`config.mk`:
```
export PLATFORM = sky130hd
export DESIGN_NAME = instr_fetch_unit_flat
export DESIGN_NICKNAME = d
export VERILOG_FILES = /design/src/rtl/instr_fetch_unit_if.sv /design/src/rtl/instr_fetch_unit.sv /design/src/flat_wrapper.sv
export SDC_FILE = /design/constraint.sdc
export NUM_CORES = 1
export LEC_CHECK = 0
export BUFFER_PORTS_ARGS = -buffer_cell sky130_fd_sc_hd__buf_2
export CAP_MARGIN = 30
export CORE_ASPECT_RATIO = 1.5
export CORE_MARGIN = 2
export CORE_UTILIZATION = 50
export DETAILED_ROUTE_END_ITERATION = 12
export PLACE_DENSITY = 0.71
export SYNTH_ARGS = -nofsm -noshare
export SYNTH_HDL_FRONTEND = slang
export SYNTH_SLANG_ARGS = --single-unit
```
`constraint.sdc`:
```
create_clock -name clk -period 30.5 [get_ports clk]
set_clock_uncertainty 0.15 [all_clocks]
set_input_delay 6.1 -clock clk [delete_from_list [all_inputs] [get_ports clk]]
set_output_delay 6.1 -clock clk [all_outputs]
set_load 0.02 [all_outputs]
```
`src/rtl/instr_fetch_unit_if.sv`:
```
// Fetch unit bus bundle: instruction-memory request/response, decode handshake and redirect.
interface instr_fetch_unit_if;
  logic        imem_req_valid;
  logic        imem_req_ready;
  logic [63:0] imem_req_addr;
  logic        imem_resp_valid;
  logic [31:0] imem_resp_data;
  logic        imem_resp_err;
  logic        instr_valid;
  logic        instr_ready;
  logic [31:0] instruction;
  logic [63:0] instr_pc;
  logic        instr_fault;
  logic        redirect_valid;
  logic [63:0] redirect_pc;

  modport master (
    output imem_req_valid, imem_req_addr, instr_valid, instruction, instr_pc, instr_fault,
    input  imem_req_ready, imem_resp_valid, imem_resp_data, imem_resp_err, instr_ready,
           redirect_valid, redirect_pc
  );

  modport slave (
    input  imem_req_valid, imem_req_addr, instr_valid, instruction, instr_pc, instr_fault,
    output imem_req_ready, imem_resp_valid, imem_resp_data, imem_resp_err, instr_ready,
           redirect_valid, redirect_pc
  );
endinterface

```
`src/rtl/instr_fetch_unit.sv`:
```
// Instruction fetch front end: credit-limited word requests, in-order responses buffered
// with their PC in a small queue toward decode, with redirect flush and fault halt.
module instr_fetch_unit #(
  parameter logic [63:0] RESET_PC = 64'h0,
  parameter int unsigned DEPTH    = 4
) (
  input logic                clk,
  input logic                rst,
  instr_fetch_unit_if.master bus
);
  localparam int unsigned PW = $clog2(DEPTH);
  localparam int unsigned CW = PW + 1;
  localparam logic [CW+1:0] DepthW = DEPTH[CW+1:0];

  typedef enum logic [0:0] {StRun, StHalt} state_e;

  state_e        state_q;
  logic [63:0]   fetch_pc_q, resp_pc_q;
  logic [CW-1:0] outstanding_q, drop_q, count_q;
  logic [PW-1:0] wr_ptr_q, rd_ptr_q;
  logic [31:0]   word_q  [DEPTH];
  logic [63:0]   pc_q    [DEPTH];
  logic          fault_q [DEPTH];

  logic [CW+1:0] used;
  logic          credit, req_valid, req_fire, pop;
  logic          resp_drop, resp_halt, resp_keep;
  logic [63:0]   target;

  always_comb begin
    used      = {2'b00, outstanding_q} + {2'b00, drop_q} + {2'b00, count_q};
    credit    = used < DepthW;
    req_valid = !rst && (state_q == StRun) && credit && !bus.redirect_valid;
    req_fire  = req_valid && bus.imem_req_ready;
    pop       = (count_q != '0) && bus.instr_ready;
    // A response arriving with a redirect is charged to the pre-redirect counters.
    resp_drop = bus.imem_resp_valid && ((drop_q != '0) || bus.redirect_valid);
    resp_halt = bus.imem_resp_valid && !resp_drop && (state_q == StHalt);
    resp_keep = bus.imem_resp_valid && !resp_drop && (state_q == StRun);
    target    = bus.redirect_pc & ~64'h3;
  end

  assign bus.imem_req_valid = req_valid;
  assign bus.imem_req_addr  = fetch_pc_q;
  assign bus.instr_valid    = count_q != '0;
  assign bus.instruction    = word_q[rd_ptr_q];
  assign bus.instr_pc       = pc_q[rd_ptr_q];
  assign bus.instr_fault    = fault_q[rd_ptr_q];

  always_ff @(posedge clk) begin
    if (rst) begin
      state_q       <= StRun;
      fetch_pc_q    <= RESET_PC;
      resp_pc_q     <= RESET_PC;
      outstanding_q <= '0;
      drop_q        <= '0;
      count_q       <= '0;
      wr_ptr_q      <= '0;
      rd_ptr_q      <= '0;
      for (int unsigned i = 0; i < DEPTH; i++) begin
        word_q[i]  <= '0;
        pc_q[i]    <= '0;
        fault_q[i] <= 1'b0;
      end
    end else begin
      if (req_fire) begin
        fetch_pc_q <= fetch_pc_q + 64'd4;
      end
      if (resp_keep) begin
        word_q[wr_ptr_q]  <= bus.imem_resp_data;
        pc_q[wr_ptr_q]    <= resp_pc_q;
        fault_q[wr_ptr_q] <= bus.imem_resp_err;
        wr_ptr_q          <= wr_ptr_q + PW'(1);
        resp_pc_q         <= resp_pc_q + 64'd4;
        if (bus.imem_resp_err) begin
          state_q <= StHalt;
        end
      end
      if (pop) begin
        rd_ptr_q <= rd_ptr_q + PW'(1);
      end
      count_q       <= count_q + CW'(resp_keep) - CW'(pop);
      outstanding_q <= outstanding_q + CW'(req_fire) - CW'(resp_keep || resp_halt);
      drop_q        <= drop_q - CW'(resp_drop);

      // Redirect overrides all of the above: every kept request becomes a dropped one.
      if (bus.redirect_valid) begin
        state_q       <= StRun;
        fetch_pc_q    <= target;
        resp_pc_q     <= target;
        outstanding_q <= '0;
        drop_q        <= drop_q + outstanding_q + CW'(req_fire) - CW'(bus.imem_resp_valid);
        count_q       <= '0;
        rd_ptr_q      <= wr_ptr_q;
      end
    end
  end
endmodule

```
`src/flat_wrapper.sv`:
```
// flat-port wrapper written by rule: the top's interface ports become plain ports
module instr_fetch_unit_flat 
#(
  parameter logic [63:0] RESET_PC = 64'h0,
  parameter int unsigned DEPTH    = 4
)
  (clk, rst, bus_imem_req_valid, bus_imem_req_addr, bus_instr_valid, bus_instruction, bus_instr_pc, bus_instr_fault, bus_imem_req_ready, bus_imem_resp_valid, bus_imem_resp_data, bus_imem_resp_err, bus_instr_ready, bus_redirect_valid, bus_redirect_pc);
  instr_fetch_unit_if bus_i ();
  input logic clk;
  input logic rst;
  output wire logic [$bits(bus_i.imem_req_valid)-1:0] bus_imem_req_valid;
  output wire logic [$bits(bus_i.imem_req_addr)-1:0] bus_imem_req_addr;
  output wire logic [$bits(bus_i.instr_valid)-1:0] bus_instr_valid;
  output wire logic [$bits(bus_i.instruction)-1:0] bus_instruction;
  output wire logic [$bits(bus_i.instr_pc)-1:0] bus_instr_pc;
  output wire logic [$bits(bus_i.instr_fault)-1:0] bus_instr_fault;
  input wire logic [$bits(bus_i.imem_req_ready)-1:0] bus_imem_req_ready;
  input wire logic [$bits(bus_i.imem_resp_valid)-1:0] bus_imem_resp_valid;
  input wire logic [$bits(bus_i.imem_resp_data)-1:0] bus_imem_resp_data;
  input wire logic [$bits(bus_i.imem_resp_err)-1:0] bus_imem_resp_err;
  input wire logic [$bits(bus_i.instr_ready)-1:0] bus_instr_ready;
  input wire logic [$bits(bus_i.redirect_valid)-1:0] bus_redirect_valid;
  input wire logic [$bits(bus_i.redirect_pc)-1:0] bus_redirect_pc;
  assign bus_imem_req_valid = bus_i.imem_req_valid;
  assign bus_imem_req_addr = bus_i.imem_req_addr;
  assign bus_instr_valid = bus_i.instr_valid;
  assign bus_instruction = bus_i.instruction;
  assign bus_instr_pc = bus_i.instr_pc;
  assign bus_instr_fault = bus_i.instr_fault;
  assign bus_i.imem_req_ready = bus_imem_req_ready;
  assign bus_i.imem_resp_valid = bus_imem_resp_valid;
  assign bus_i.imem_resp_data = bus_imem_resp_data;
  assign bus_i.imem_resp_err = bus_imem_resp_err;
  assign bus_i.instr_ready = bus_instr_ready;
  assign bus_i.redirect_valid = bus_redirect_valid;
  assign bus_i.redirect_pc = bus_redirect_pc;
  instr_fetch_unit #(.RESET_PC(RESET_PC), .DEPTH(DEPTH)) u_core (.clk(clk), .rst(rst), .bus(bus_i));
endmodule
```
# Word-level counts from Yosys, hierarchy flattened

Memories as Yosys holds them, arrays and structs flattened. A register that Yosys moved wholly into a read port is not among the register bits.
Index checks and enable logic that the tools add are counted.

Register bits after elaboration: 142
Bits in latches: 0
RAM bits: 388
Memory bits (read-only): 0
Input bits: 103
Output and inout bits: 163
Logic and storage cells: 80
Memories: 3

Add/subtract/negate cells: 14
Multipliers: 0
Div/mod/pow operators: 0
$lt $le $gt $ge: 1
Eq/ne operators: 0
Shift operators: 0
Multiplexer cells: 27
Bitwise logic cells: 1
Reduce and logical (&&, ||, !) cells: 24

Memory list:

| name           | words | bits a word | read ports | clocked after memory_dff | wr ports | RTL line               | text |
|---|---|---|---|---|---|---|---|
| u_core.pc_q    | 4     | 64          | 1          | 1                        | 4        | instr_fetch_unit.sv:22 | `logic [63:0] pc_q [DEPTH];` |
| u_core.word_q  | 4     | 32          | 1          | 1                        | 4        | instr_fetch_unit.sv:21 | `logic [31:0] word_q [DEPTH];` |
| u_core.fault_q | 4     | 1           | 1          | 1                        | 4        | instr_fetch_unit.sv:23 | `logic fault_q [DEPTH];` |

Operators by type and width:

| kind                                                                  | number |
|---|---|
| 64-bit two-way mux                                                    | 5 |
| 64-bit by 3-bit adder with 64-bit output (second input constant)      | 2 |
| 64-bit OR reduction                                                   | 1 |
| 32-bit two-way mux                                                    | 1 |
| 32-bit OR reduction                                                   | 1 |
| 2-bit two-way mux                                                     | 11 |
| 3-bit by 1-bit subtractor with 3-bit output                           | 4 |
| 3-bit by 1-bit adder with 3-bit output                                | 3 |
| 1-bit logical AND                                                     | 9 |
| 1-bit two-way mux                                                     | 9 |
| 2-bit nonzero test                                                    | 3 |
| 3-bit nonzero test                                                    | 2 |
| 5-bit by 3-bit adder with 5-bit output                                | 1 |
| 5-bit by 3-bit < comparator with 1-bit output (second input constant) | 1 |
| 2-bit by 1-bit adder with 2-bit output (second input constant)        | 2 |
| 3-bit by 3-bit adder with 4-bit output                                | 1 |
| 3-bit adder                                                           | 1 |
| 1-bit logical NOT                                                     | 3 |
| 3-bit two-way mux                                                     | 1 |
| 1-bit logical OR                                                      | 2 |
| 2-bit AND reduction                                                   | 1 |
| 2-bit OR reduction                                                    | 1 |
| 1-bit NOT                                                             | 1 |
| 1-bit OR reduction                                                    | 1 |

# Depth between registers and ports, before layout

Depth in word-level cells: 11
Depth in mapped cells: 15
Mapped depth without buffers: 13

# Worst setup path after synthesis

OpenSTA, ideal clock, no wires.

Path type: input to register
Start point: input bus_redirect_valid
End point: memory u_core.fault_q[3] (enable)
Setup time: 0.680 ns
Arrival time: 14.016 ns
Data required time: 29.670 ns
Setup slack: 15.654 ns
Stages on the path: 7
Path buffers: 2
Path through: clkbuf_1 > nor4_1 > nand2_1 > inv_1 > clkbuf_1 > nand2_1 > o21ai_0

RTL lines:

| item               | RTL line               | text |
|---|---|---|
| start: declaration | flat_wrapper.sv:22     | `input wire logic [$bits(bus_i.redirect_valid)-1:0] bus_redirect_valid;` |
| end: declaration   | instr_fetch_unit.sv:23 |  |

# Final worst setup path

Start point: input bus_redirect_valid
End point: output bus_imem_req_valid

Longest elaborated chain between the ends: 2

RTL lines:

| item              | RTL line               | text |
|---|---|---|
| 1-bit logical NOT | instr_fetch_unit.sv:33 | `req_valid = !rst && (state_q == StRun) && credit && !bus.redirect_valid;` |
| 1-bit logical AND | instr_fetch_unit.sv:33 |  |
| end: declaration  | flat_wrapper.sv:11     | `output wire logic [$bits(bus_i.imem_req_valid)-1:0] bus_imem_req_valid;` |

No other way between the ends.

==> run_results.csv <==
group,metric,value,unit
timing,timing.final.max_slew_violations,0,
layout,drive_gt1_share,21.3,%
pwr,p_leak,10.5,nW
global_routing,grt_overflow_total,0,
drt,drt_first_pass_iters,5,
die,rows,98,
die,die_w,183,um
yosys,synthAdderAreaFrac,1.19,%
timing,timing_hold_violations_final,0,
clock_network,clk_latency,570,ps
yosys,synth_edf_count,380,
yosys,netlist_instances,2078,
yosys,yosysUniqueCellTypes,73,
yosys,ys_seq_area_share,59.0,%
drt,wl_per_cell,21.8,um
clock_network,cts_buffer_depth,3,
die,die_y,273,um
yosys,synth_compound_area_share,6.36,%
worst_hold_path,hp-class,"reg2reg",
drt,ant_nets,0,
die,initial_utilization,50.6,%
layout,antennaDiodeCount,0,
die,die-area,50000,um2
yosys,synthMuxAreaShare,9.86,%
pwr,power,0.00163,W
job,maxCapViolations,0,
global_routing,track_usage,25.3,%
clock_network,post_cts_resized,0,
clock_network,cts_setup_buffers,0,
pwr,ir_drop,0.0406,mV
yosys,synth_top_family_by_area,"simple AND/OR/NAND/NOR gates",
timing,worst_pin_slew,1130,ps
die,ios,266,
placed_design,dp.final_hpwl,41.2,mm
pwr,pwr-share-comb,13.4,%
clock_network,cts-root-buf,"clkbuf_16",
setup_path,start_kind,"primary input",
yosys,syn-mean-instance-area,11.6,um2
global_routing,grt.busiest_layer,"met2",
layout,syn_to_final_growth,14.1,%
layout,utilization,57.7,%
clock_network,cts_tree,"yes",
timing,rsz0062_at_grt,"no",
clock_network,cts_hold_buf,0,
die,core_area,47600,um2
pwr,power.share.clock,35.5,%
pwr,powerDensity,59.2,nW/um2
drt,vias_per_cell,5.93,
timing,min_period,14230,ps
timing,fmaxAchievable,70.3,MHz
setup_path,cp_slowest_cell,"a2111oi_0",
yosys,syn_area,24100,um2
setup_path,cp-end-kind,"output pin",
setup_path,path_cells,"buf_4 > or3_1 > a2111oi_0 > buf_2",
yosys,synthArstFlopShare,0,%
setup_path,required,24250,ps
yosys,synth_top_flop_cell,"edfxtp_1",
layout,final_cells,2922,
global_routing,grt_pass1_wl,97.8,mm
clock_network,clkTransAtPathRegs,70,ps
pwr,pwr-share-seq,51.1,%
clock_network,numCtsBuffers,48,
global_routing,antenna_found_initial,0,
status,status,"finished, final reports clean",
global_routing,grt_max_degree,77,
yosys,synth_xor_xnor_area_share,2.40,%
setup_path,max_stage_delay,850,ps
clock_network,h-tree-depth,2,
setup_path,r2r_setup_slack,25930,ps
global_routing,grtUsageMet1,31.8,%
yosys,yosys.area_share.simple,17.0,%
timing,finalSetupViolations,0,
layout,multi_input_area,8960,um2
pwr,switchingPower,0.000436,W
drt,vias,17300,
setup_path,worst-endpoint-arrival,7980,ps
timing,max_slew_margin,23.7,%
timing,fin_tns_setup,0,ps
placed_design,port_buffers,259,
layout,seq_area,14200,um2
yosys,ys_ff_latch,520,
global_routing,grt_pass1_vias,17300,
drt,drtIter0Drc,1277,
pwr,internal-power,0.00119,W
pwr,swShare,26.8,%
setup_path,cp_max_fo,50,
drt,routed_wirelength,63.8,mm
global_routing,met3_usage,3.29,%
layout,nets,2409,
yosys,yosysWarnings,0,
clock_network,cts.sinks,520,
placed_design,placedCellCount,2836,
setup_path,critPathKind,"in2out",
global_routing,grtUsageMet2,45.3,%
timing,fin_crit_sh,46.7,%
layout,fill_cells,3893,
drt,drc,0,
placed_design,gp_congestion,0.922,
final cells by class:
class	count	share of cell area, %
inverter	128	1.75
clock inverter	25	0.701
tap	600	2.73
timing repair buffer	290	5.81
clock buffer	61	4.63
sequential	520	51.8
multi-input combinational	1298	32.6
kinds of logic (layout without fill, tap and decap cells):
family                     after synthesis  count (layout)
AOI/OAI and AO/OA                      242             242
xor gates and xnor gates                66              66
adders and majority gates               20              20
buffers and inverters                  263             504
DFF                                    520             520
muxes                                  117             117
other                                    1               4
and+or+nand+nor                        849             849
synth_stat cells, types with 21 or more instances:
library cell,count,area share [%]
nand2_1,216,3.4
nor3_1,32,0.66
xor2_1,24,0.87
nor2_1,270,4.2
o21ai_0,32,0.66
xnor2_1,42,1.5
nor4_1,34,0.88
and2_1,99,2.6
nand3_1,66,1.4
a21oi_1,70,1.5
nand4_1,46,1.2
dfxtp_1,140,12
edfxtp_1,380,47
a22oi_1,21,0.65
a31oi_1,27,0.70
o22ai_1,28,0.73
inv_1,126,2.0
clkbuf_1,114,1.8
mux4_2,95,8.9
and3_1,21,0.55
registers in the layout (all words and copies together) (netlist names), named ones only:
register	flops
u_core.outstanding_q	3
u_core.drop_q	3
u_core.rd_ptr_q	2
u_core.fault_q	4
u_core.state_q	1
u_core.resp_pc_q	62
u_core.wr_ptr_q	2
u_core.count_q	3
u_core.bus.imem_req_addr	62
u_core.word_q	128
u_core.pc_q	248
worst max-delay path, delay by kind of cell:
kind / cells / cell delay (ps)
buffers and inverters: 2 / 600
AOI/OAI and AO/OA: 1 / 850
and+or+nand+nor: 1 / 420
metal layers:
layer / routed length (um) / part of all wire [%]
met1: 24900 / 39
met2: 32800 / 51
met3: 4230 / 6.6
met4: 1910 / 3.0
met5: 0 / 0
power groups by stage:
stage | clock network, W | registers (W) | logic [W]
after global routing | 0.000611 | 0.000836 | 0.000236
after CTS | 0.000584 | 0.000831 | 0.000221
after detailed placement | 0 | 0.000847 | 0.000220
final | 0.000577 | 0.000832 | 0.000218
after floorplan | 0 | 0.000842 | 0.000142
after global placement | 0 | 0.000844 | 0.000215
stage by stage:
| stage | setup slack (ps) | hold slack [ps] | area [um2] |
|---|---|---|---|
| 6_report | 16270 | 379 | 27500 |
| 5_1_grt | 16170 | 419 | 27500 |
| 4_1_cts | 16340 | 384 | 27500 |
| 3_5_place_dp | 16350 | 373 | 26000 |
| 3_3_place_gp | 16440 | 361 | 25900 |
| 2_1_floorplan | 15650 | 324 | 24100 |
cells in the final DEF (no fill, tap or decap), types with 21 or more instances in the layout:
cell       count
edfxtp_1     380
nor2_1       269
buf_2        258
nand2_1      215
dfxtp_1      138
inv_1        125
and2_1        99
mux4_2        95
a21oi_1       69
nand3_1       66
clkbuf_16     49
nand4_1       46
xnor2_1       42
nor4_1        34
nor3_1        31
o21ai_0       29
o22ai_1       28
a31oi_1       27
buf_4         27
xor2_1        24
and3_1        21
a22oi_1       21
worst paths after layout:
| kind | start | end | depth (start not counted) |
|---|---|---|---|
| setup / recovery | bus_redirect_valid | bus_imem_req_valid | 4 |
| hold / removal | u_core.bus.imem_req_addr[32] | u_core.bus.imem_req_addr[32] | 2 |
| setup reg to reg | u_core.drop_q[2] | u_core.word_q[0][22] | 9 |
| hold reg to reg | u_core.bus.imem_req_addr[32] | u_core.bus.imem_req_addr[32] | 2 |
Note: power is estimated with default switching activity, not from simulation.
